--- config.mk ---
export PLATFORM = sky130hd
export DESIGN_NAME = thread_fetch_sequencer
export DESIGN_NICKNAME = d
export VERILOG_FILES = /design/src/rtl/thread_fetch_sequencer.sv
export SDC_FILE = /design/constraint.sdc
export NUM_CORES = 1
export LEC_CHECK = 0
export BUFFER_PORTS_ARGS = -buffer_cell sky130_fd_sc_hd__buf_4
export CAP_MARGIN = 20
export CORE_ASPECT_RATIO = 1.5
export CORE_MARGIN = 2
export CORE_UTILIZATION = 45
export CTS_BUF_LIST = sky130_fd_sc_hd__clkbuf_8
export CTS_CLUSTER_SIZE = 12
export DETAILED_ROUTE_END_ITERATION = 8
export PLACE_DENSITY = 0.83
export SLEW_MARGIN = 20
export SYNTH_ARGS = -nofsm -noshare
export SYNTH_HDL_FRONTEND = slang
export SYNTH_SLANG_ARGS = --single-unit
export TNS_END_PERCENT = 1
--- constraint.sdc ---
create_clock -name clk -period 2.1 [get_ports clk]
set_input_delay 0.42 -clock clk [delete_from_list [all_inputs] [get_ports clk]]
set_output_delay 0.42 -clock clk [all_outputs]
set_load 0.02 [all_outputs]
--- src/rtl/thread_fetch_sequencer.sv ---
// thread_fetch_sequencer
//   Read-side scheduler for the per-thread PC store of the barrel-threaded core.
//   After reset it writes STARTUP_ADDR into every PC entry (INIT). It then
//   steps a round-robin thread counter every cycle (RUN). The counter addresses
//   the PC store and issues a fetch for each thread that is enabled in the run
//   mask. Each issued slot is delayed by PIPE_DEPTH cycles to give the
//   execute-stage thread index used for PC write-back.
//
// Ports
//   clk, reset (async, active-low)
//   i_enable                  global run; low suppresses fetch issue
//   i_pcreg_out               PC store read data for o_thread_index_counter
//   i_start_valid/_thread     set a thread's run-mask bit
//   i_halt_valid/_thread      clear a thread's run-mask bit (wins on a tie)
//   o_thread_index_counter    PC store read address
//   o_fetch_valid/_pc/_thread fetch issued this cycle
//   o_thread_index_execute    thread at the execute stage
//   o_exec_valid              the execute slot holds an issued fetch
//   o_init_we/_addr/_data     PC store init write port
//   o_init_busy               high while init is running
//   o_thread_active           current run mask
module thread_fetch_sequencer #(
  parameter int                  DWIDTH       = 32,
  parameter int                  DEPTH        = 16,
  parameter int                  PIPE_DEPTH   = 4,
  parameter logic [DWIDTH-1:0]   STARTUP_ADDR = '0,
  parameter logic [DEPTH-1:0]    INIT_MASK    = {DEPTH{1'b1}},
  localparam int                 TW           = $clog2(DEPTH)
) (
  input  logic              clk,
  input  logic              reset,
  input  logic              i_enable,
  input  logic [DWIDTH-1:0] i_pcreg_out,
  input  logic              i_start_valid,
  input  logic [TW-1:0]     i_start_thread,
  input  logic              i_halt_valid,
  input  logic [TW-1:0]     i_halt_thread,
  output logic [TW-1:0]     o_thread_index_counter,
  output logic              o_fetch_valid,
  output logic [DWIDTH-1:0] o_fetch_pc,
  output logic [TW-1:0]     o_fetch_thread,
  output logic [TW-1:0]     o_thread_index_execute,
  output logic              o_exec_valid,
  output logic              o_init_we,
  output logic [TW-1:0]     o_init_addr,
  output logic [DWIDTH-1:0] o_init_data,
  output logic              o_init_busy,
  output logic [DEPTH-1:0]  o_thread_active
);

  typedef enum logic {ST_INIT, ST_RUN} state_t;

  state_t                state_q, state_d;
  logic [TW-1:0]         init_ptr_q, init_ptr_d;
  logic [TW-1:0]         counter_q, counter_d;
  logic [DEPTH-1:0]      mask_q, mask_d;
  logic [PIPE_DEPTH-1:0] pipe_vld_q, pipe_vld_d;
  logic [TW-1:0]         pipe_thr_q [PIPE_DEPTH];
  logic [TW-1:0]         pipe_thr_d [PIPE_DEPTH];
  logic                  fetch_valid;

  assign fetch_valid = (state_q == ST_RUN) && i_enable && mask_q[counter_q];

  always_comb begin
    state_d    = state_q;
    init_ptr_d = init_ptr_q;
    counter_d  = counter_q;
    mask_d     = mask_q;
    case (state_q)
      ST_INIT: begin
        init_ptr_d = init_ptr_q + 1'b1;
        if (init_ptr_q == TW'(DEPTH - 1)) begin
          state_d = ST_RUN;
          mask_d  = INIT_MASK;
        end
      end
      default: begin
        // Counter never stalls so the barrel interleave stays strict.
        counter_d = counter_q + 1'b1;
        // Halt is applied after start so it wins on the same thread.
        if (i_start_valid) mask_d[i_start_thread] = 1'b1;
        if (i_halt_valid)  mask_d[i_halt_thread]  = 1'b0;
      end
    endcase
  end

  // Execute pipeline: the thread field shifts even for empty slots so the
  // execute index remains a continuous round-robin sequence.
  always_comb begin
    pipe_vld_d    = pipe_vld_q;
    pipe_vld_d[0] = fetch_valid;
    pipe_thr_d[0] = counter_q;
    for (int i = 1; i < PIPE_DEPTH; i++) begin
      pipe_vld_d[i] = pipe_vld_q[i-1];
      pipe_thr_d[i] = pipe_thr_q[i-1];
    end
  end

  always_ff @(posedge clk or negedge reset) begin
    if (!reset) begin
      state_q    <= ST_INIT;
      init_ptr_q <= '0;
      counter_q  <= '0;
      mask_q     <= '0;
      pipe_vld_q <= '0;
      for (int i = 0; i < PIPE_DEPTH; i++) pipe_thr_q[i] <= '0;
    end else begin
      state_q    <= state_d;
      init_ptr_q <= init_ptr_d;
      counter_q  <= counter_d;
      mask_q     <= mask_d;
      pipe_vld_q <= pipe_vld_d;
      for (int i = 0; i < PIPE_DEPTH; i++) pipe_thr_q[i] <= pipe_thr_d[i];
    end
  end

  assign o_thread_index_counter = counter_q;
  assign o_fetch_valid          = fetch_valid;
  assign o_fetch_pc             = i_pcreg_out;
  assign o_fetch_thread         = counter_q;
  assign o_thread_index_execute = pipe_thr_q[PIPE_DEPTH-1];
  assign o_exec_valid           = pipe_vld_q[PIPE_DEPTH-1];
  // Gated by reset so no write strobe escapes while reset is held; the first
  // write (entry 0) is presented in the cycle reset is released.
  assign o_init_we              = (state_q == ST_INIT) && reset;
  assign o_init_addr            = init_ptr_q;
  assign o_init_data            = STARTUP_ADDR;
  assign o_init_busy            = (state_q == ST_INIT);
  assign o_thread_active        = mask_q;

endmodule

==> results of run 1 <==
[area by class of cell]
type / count / area share, %
clock buffers: 7 / 3.838
clock inverters: 1 / 0.1994
inverters: 3 / 0.4487
multi-input cells: 131 / 31.26
flip-flops and latches: 45 / 45.01
well taps: 68 / 3.390
repair buffers: 52 / 15.85
[through the flow]
step | hold slack (ps) | utilization, %
3_3_place_gp | 331.7 | 46.34
2_1_floorplan | 124.4 | -
4_1_cts | 258.8 | 48.49
3_5_place_dp | 337.1 | 46.34
6_report | 232.1 | 48.97
5_1_grt | 282.6 | 48.97
[state kept, by name, summed over array words and instances, names as in the netlist]
register / count
pipe_thr_d: 12
o_fetch_thread: 4
o_thread_active: 16
o_thread_index_execute: 4
o_init_addr: 4
state_q: 1
pipe_vld_q: 4
[repair_timing]
item / CTS / global route
setup endpoints to repair: 1 / 1
resized for setup: 3 / 5
pin swaps: 1 / 3
buffers inserted: 0 / 1
[cells by family after synthesis]
logic type / count (synthesis) / share of synthesized area [%]
other: 1 / 0.1567
AO/OA/AOI/OAI: 51 / 12.49
XOR/XNOR: 6 / 2.195
adder cells (fa/ha/maj): 2 / 1.045
flip-flops: 45 / 47.05
multiplexers: 8 / 4.495
buffers and inverters: 84 / 25.67
AND/OR/NAND/NOR: 32 / 6.900
[per-layer routing]
| layer | part of all wire (%) | track usage, % |
|---|---|---|
| met1 | 32 | 17.67 |
| met2 | 48 | 27.19 |
| met3 | 9.7 | 5.656 |
| met4 | 9.8 | 17.75 |
| met5 | 0 | 0 |
[report_power, final]
group	internal [mW]	switching (mW)
Sequential	0.945	0.0763
Clock	0.298	0.283
Combinational	0.180	0.275
[worst paths after layout]
path / slack, ps / cells after the start / from / to
worst min-delay path: 230 / 2 / reset / o_thread_active[8]$_DFFE_PN0P_
min in group clk: 350 / 0 / pipe_thr_d[0]$_DFF_PN0_ / o_thread_index_execute[0]$_DFF_PN0_
worst min register to register: 350 / 0 / pipe_thr_d[0]$_DFF_PN0_ / o_thread_index_execute[0]$_DFF_PN0_
max in group asynchronous: 1450 / 2 / reset / o_fetch_thread[1]$_DFFE_PN0P_
worst max-delay path: 10 / 4 / o_fetch_thread[0]$_DFFE_PN0P_ / o_fetch_valid
worst max register to register: 530 / 4 / state_q$_DFF_PN0_ / o_thread_active[5]$_DFFE_PN0P_
[placed cells by master (no fill, tap or decap), types with 2 or more instances in the layout]
cell	Yosys	layout
a21oi_1	32	31
nand4_1	2	2
nor3b_1	2	2
mux4_2	2	2
clkbuf_8	0	7
xnor2_1	5	5
o21ai_0	3	3
nor2_1	4	4
dfrtp_2	0	3
and3_1	2	2
ha_1	2	2
nand3_1	6	5
o41ai_1	3	3
buf_6	2	2
dfrtp_1	45	42
buf_4	75	50
mux2i_1	4	4
mux2_2	2	2
conb_1	1	32
inv_1	3	3
nand2_1	9	9
nand2b_1	3	3
o31ai_1	10	10
[critical path, delay by kind of cell, from the launching register on]
kind,cells,cell delay [ps]
multiplexers,1,510
flip-flops,1,410
AO/OA/AOI/OAI,2,310
buffers and inverters,1,140
==> results.md, run 1 <==
- Post-DP Area: 2375 um^2
- Commonest cells post-synth: buf_4 (75), dfrtp_1 (45), a21oi_1 (32)
- Ys async rst share: 100.0%
- Finished Cell Area: 2510 um^2
- Leakage: 1.208 nW
- Post-synth design cell area: between 2000 and 2500 um^2
- Hold-fix buffers at CTS: 0
- Main synth FF type: dfrtp_1
- Die Y: 93.32 um
- Final Max Slew Viols: 0
- Synth warn: 0
- WP data arrival: about 1700 ps
- Worst-Skew Late Latency: about 290 ps
- Maximum clock insertion buffer count: 2
- Initial drt markers: 55
- GRT Total Usage: 17.43%
- Vias: 1587
- Routed WL per cell: 16.38 um
- Crit-path cells: mux4_2 > o211ai_1 > a21oi_2 > buf_6
- Drc violations: 0
- Ports: 145
- Pre-CTS WS: 249.1 ps
- Top post-synthesis cells by area: dfrtp_1 (47%), buf_4 (24%), a21oi_1 (6.7%)
- RSZ-0062 raised after global routing: yes
- Required @ worst endpoint: approximately 1700 ps
- Fin. Hold Viols: 0
- PortBufs: 48
- Flops & latches, synth: 45
- Pwr dens: just over 800 nW/um^2
- Fin Clk Skew: between 5 and 6 ps
- Sink Count: 45
- Final WS setup: approximately 14 ps
- Peak VDD IR: between 0.5 and 0.6 mV
- Setup TNS: 0 ps
- Top-area cell type share of the netlist area: 47.05%
- Max stage delay on crit path: a little over 500 ps
- Number of synthesized flops with an enable pin: 0
- Crit Path Class: register to primary output
- Non-filler cells, final: 307
- Max-cap violations: 0
- Final setup viols: 0
- Largest net degree at the start of global routing: 46
- Detailed Place HPWL: between 3000 and 4000 um
- Design Power: a little over 2 mW
- TritonCTS clock tree: done
- CP Launch Type: register
- Clk root buf: clkbuf_8
- CTS buffer count: 5
- Slew HR: 58.88%
- FF+latch area: 1130 um^2
- Synth area leader: dfrtp_1
- Layout cells sized above 1: 29.29%
- Area growth, synth to finish: 4.862%
- Hold Crit Class: input pin to asynchronous set/reset pin
- Reg clk slew, reported paths: 80 ps
- Core Rows: 32
- Core footprint: 5125 um^2
- Die Wd: 63.55 um
- Multi-input gate area: 784.5 um^2
- Post-layout min period: approximately 2100 ps
- Crit-path slowest cell: mux4_2
- Cells after Synth: 229
- GRT Residual Overflow: 0
- Synth cell types: 32
- Final period util: 99.33%
- H-tree depth: 2
- Initial antenna violation count: 0
- Status: complete, no violations
- Vias in the first global route: 1522
- DR vias/cell: 5.169
- Total wire length: roughly 5000 um
- DP Cell Count: 298
- Antenna Cells: 0
- Max Clk Rate: 479.4 MHz
- Placer Congestion: 0.8979
- Worst Tran Pin Value: 615.4 ps
- # fillers: around 490
- First-pass GRT wire length: 7610 um
- Drt first pass iters: 4
- Final Net Count: 285
- Worst setup EP type: primary output
- Die area: 5930 um^2
- Critical Path Fanout Max: 3
- Average size of a mapped cell: 10.45 um^2
- Starting Density: between 40 and 50%
- Post-synthesis sequential area ratio: 47.05%
- Most common cell in the netlist: buf_4
- Antenna viol nets, final: 0
(Power assumes the default switching activity.)
==> inputs of run 2 (changes only) <==
==> constraint.sdc (replaced) <==
create_clock -name clk -period 2.1 [get_ports clk]
set_input_delay 0.21 -clock clk [delete_from_list [all_inputs] [get_ports clk]]
set_output_delay 0.21 -clock clk [all_outputs]
set_load 0.02 [all_outputs]
==> run 2 against run 1 <==
Against the previous run:
- utilization rose by 0.12 points
- sequential power is essentially flat
- total power rose by 9.8%
- fmax rose by 5.5%
- clock-buffer cell count is 2 lower
- sequential share of layout area decreased by 0.26 points
- wire length up 0.30%
- first-iteration DRC count down 3.6%
- critical path type unchanged
- global-route usage increased by 0.092 points
- die area unchanged
- final area grew 0.25%
==> results.md, run 2 (synthesis gave the netlist of run 1 again) <==
- Status: complete, no violations (unchanged)
- Initial drt markers: 53 (was 55)
- PortBufs: 48 (unchanged)
- DP Cell Count: 298 (unchanged)
- TritonCTS clock tree: done (unchanged)
- Pwr dens: 897.5 nW/um^2 (was 819.4 nW/um^2)
- Critical Path Fanout Max: 10 (was 3)
- Final setup viols: 0 (unchanged)
- Required @ worst endpoint: 1890 ps (was 1680 ps)
- Routed WL per cell: 16.48 um (was 16.38 um)
- Fin Clk Skew: 4.052 ps (was 5.095 ps)
- Post-layout min period: 1978 ps (was 2086 ps)
- Combinational power share: 19.9% (was 22.1%)
- Max Clk Rate: 505.6 MHz (was 479.4 MHz)
- Peak VDD IR: 0.6946 mV (was 0.5430 mV)
- Area growth, synth to finish: 5.123% (was 4.862%)
- Layout cells sized above 1: 26.89% (was 29.29%)
- Reg-to-Reg End: o_thread_active[8]$_DFFE_PN0P_ (was o_thread_active[5]$_DFFE_PN0P_)
- Maximum clock insertion buffer count: 2 (unchanged)
- Antenna viol nets, final: 0 (unchanged)
- R2R setup slack: 550 ps (was 530 ps)
- Seq pwr share: 45.1% (was 49.6%)
- Largest net degree at the start of global routing: 46 (unchanged)
- GRT Residual Overflow: 0 (unchanged)
- Worst-Skew Late Latency: 300 ps (was 290 ps)
- Sw power: 0.6609 mW (was 0.6343 mW)
- Core Rows: 32 (unchanged)
- CP Launch Type: register (unchanged)
- Sink Count: 45 (unchanged)
- Fin. Hold Viols: 0 (unchanged)
- Clk root buf: clkbuf_8 (unchanged)
- Design Power: 2.258 mW (was 2.057 mW)
- Crit Path Class: register to primary output (unchanged)
- Pre-CTS WS: 445.3 ps (was 249.1 ps)
- Non-filler cells, final: 306 (was 307)
- First-pass GRT wire length: 7728 um (was 7610 um)
- Drc violations: 0 (unchanged)
- Drt first pass iters: 4 (unchanged)
- Final period util: 94.18% (was 99.33%)
- Initial antenna violation count: 0 (unchanged)
- Number of flip-flops in the largest register: 16 (unchanged)
- Die area: 5930 um^2 (unchanged)
- Power Internal: 1.597 mW (was 1.422 mW)
- Sw Ratio: 29.27% (was 30.84%)
- Slew HR: 59.04% (was 58.88%)
- Antenna Cells: 0 (unchanged)
- Core footprint: 5125 um^2 (unchanged)
- WP data arrival: 1770 ps (was 1670 ps)
- Ports: 145 (unchanged)
- Final Core Density: 49.10% (was 48.97%)
- Final WS setup: 122.3 ps (was 14.11 ps)
- Placer Congestion: 0.9254 (was 0.8979)
- Total wire length: 5043 um (was 5028 um)
- Vias in the first global route: 1514 (was 1522)
- Post-DP Area: 2375 um^2 (unchanged)
- Setup TNS: 0 ps (unchanged)
- Clock power frac: 35.0% (was 28.2%)
- DR vias/cell: 5.284 (was 5.169)
- Final Net Count: 284 (was 285)
- H-tree depth: 2 (unchanged)
- Final Max Slew Viols: 0 (unchanged)
- Worst Tran Pin Value: 613.1 ps (was 615.4 ps)
- Starting Density: 46.70% (unchanged)
- Die Wd: 63.55 um (unchanged)
- CTS buffer count: 5 (unchanged)
- Max-cap violations: 0 (unchanged)
- Vias: 1617 (was 1587)
- Leakage: 1.217 nW (was 1.208 nW)
- Reg clk slew, reported paths: 90 ps (was 80 ps)
- Hold Crit Class: input pin to asynchronous set/reset pin (unchanged)
- Postcts setup bufs: 0 (unchanged)
- RR Startpoint: o_init_addr[0]$_DFFE_PN0N_ (was state_q$_DFF_PN0_)
- Hold_ws: 14.69 ps (was 232.1 ps)
- Detailed Place HPWL: 3771 um (was 3860 um)
- Die Y: 93.32 um (unchanged)
- Most frequent cells in the layout: buf_4 (51), dfrtp_1 (45), conb_1 (32) (was buf_4 (50), dfrtp_1 (42), conb_1 (32))
- Finished Cell Area: 2516 um^2 (was 2510 um^2)
- GRT Total Usage: 17.52% (was 17.43%)
- Commonest non-fill, non-tap cell in the layout: buf_4 (unchanged)
- Worst setup EP type: primary output (unchanged)
- Worst R2R Path Depth: 5 (was 4)
- RSZ-0062 raised after global routing: no (was yes)
==> run 2: how the worst max path moves through the flow <==
stage | start | end | slack (ps) | depth (start not counted)
global route | o_fetch_thread[0]$_DFFE_PN0P_ | o_fetch_valid | 60 | 6
global placement | o_fetch_thread[0]$_DFFE_PN0P_ | o_fetch_valid | 490 | 6
detailed placement | o_fetch_thread[0]$_DFFE_PN0P_ | o_fetch_valid | 450 | 6
finish | o_fetch_thread[2]$_DFFE_PN0P_ | o_fetch_valid | 120 | 5
CTS | o_fetch_thread[0]$_DFFE_PN0P_ | o_fetch_valid | 100 | 6
floorplan | o_fetch_thread[0]$_DFFE_PN0P_ | o_fetch_valid | 410 | 5
==> run 2: final cells by class <==
type                    instances  area [um^2]
repair buffers                 51        382.9
multi-input cells             131        773.2
clock buffers                   5        68.82
well taps                      68        85.08
flip-flops and latches         45         1126
inverters                       3        11.26
fillers                       492         2609
clock inverters                 3        68.82
==> run 2: power by group through the flow <==
stage | Combinational [mW] | Clock, mW | Sequential [mW]
after floorplan | 0.304 | 0 | 1.10
after global placement | 0.439 | 0 | 1.03
after detailed placement | 0.448 | 0 | 1.03
after CTS | 0.449 | 0.802 | 1.02
after global routing | 0.485 | 0.833 | 1.03
final | 0.450 | 0.790 | 1.02
==> run 2: layer usage <==
| metal | track usage [%] | part of all wire (%) | vias up |
|---|---|---|---|
| li1 | - | - | 694 |
| met1 | 18.19 | 34 | 770 |
| met2 | 27.28 | 47 | 106 |
| met3 | 5.174 | 9.6 | 47 |
| met4 | 17.75 | 10 | 0 |
| met5 | 0 | 0 | - |
==> run 2: worst max-delay path: stages (launching register included) <==
cell	delay, ps
dfrtp_1	550
mux4_2	260
a2bb2oi_1	180
nand3_1	120
a21oi_2	190
buf_4	170
==> run 2: timing repair <==
item,CTS,global route
endpoints found under the setup margin,0,1
resized for setup,0,1
hold buffers,0,0
hold endpoints to repair,0,0
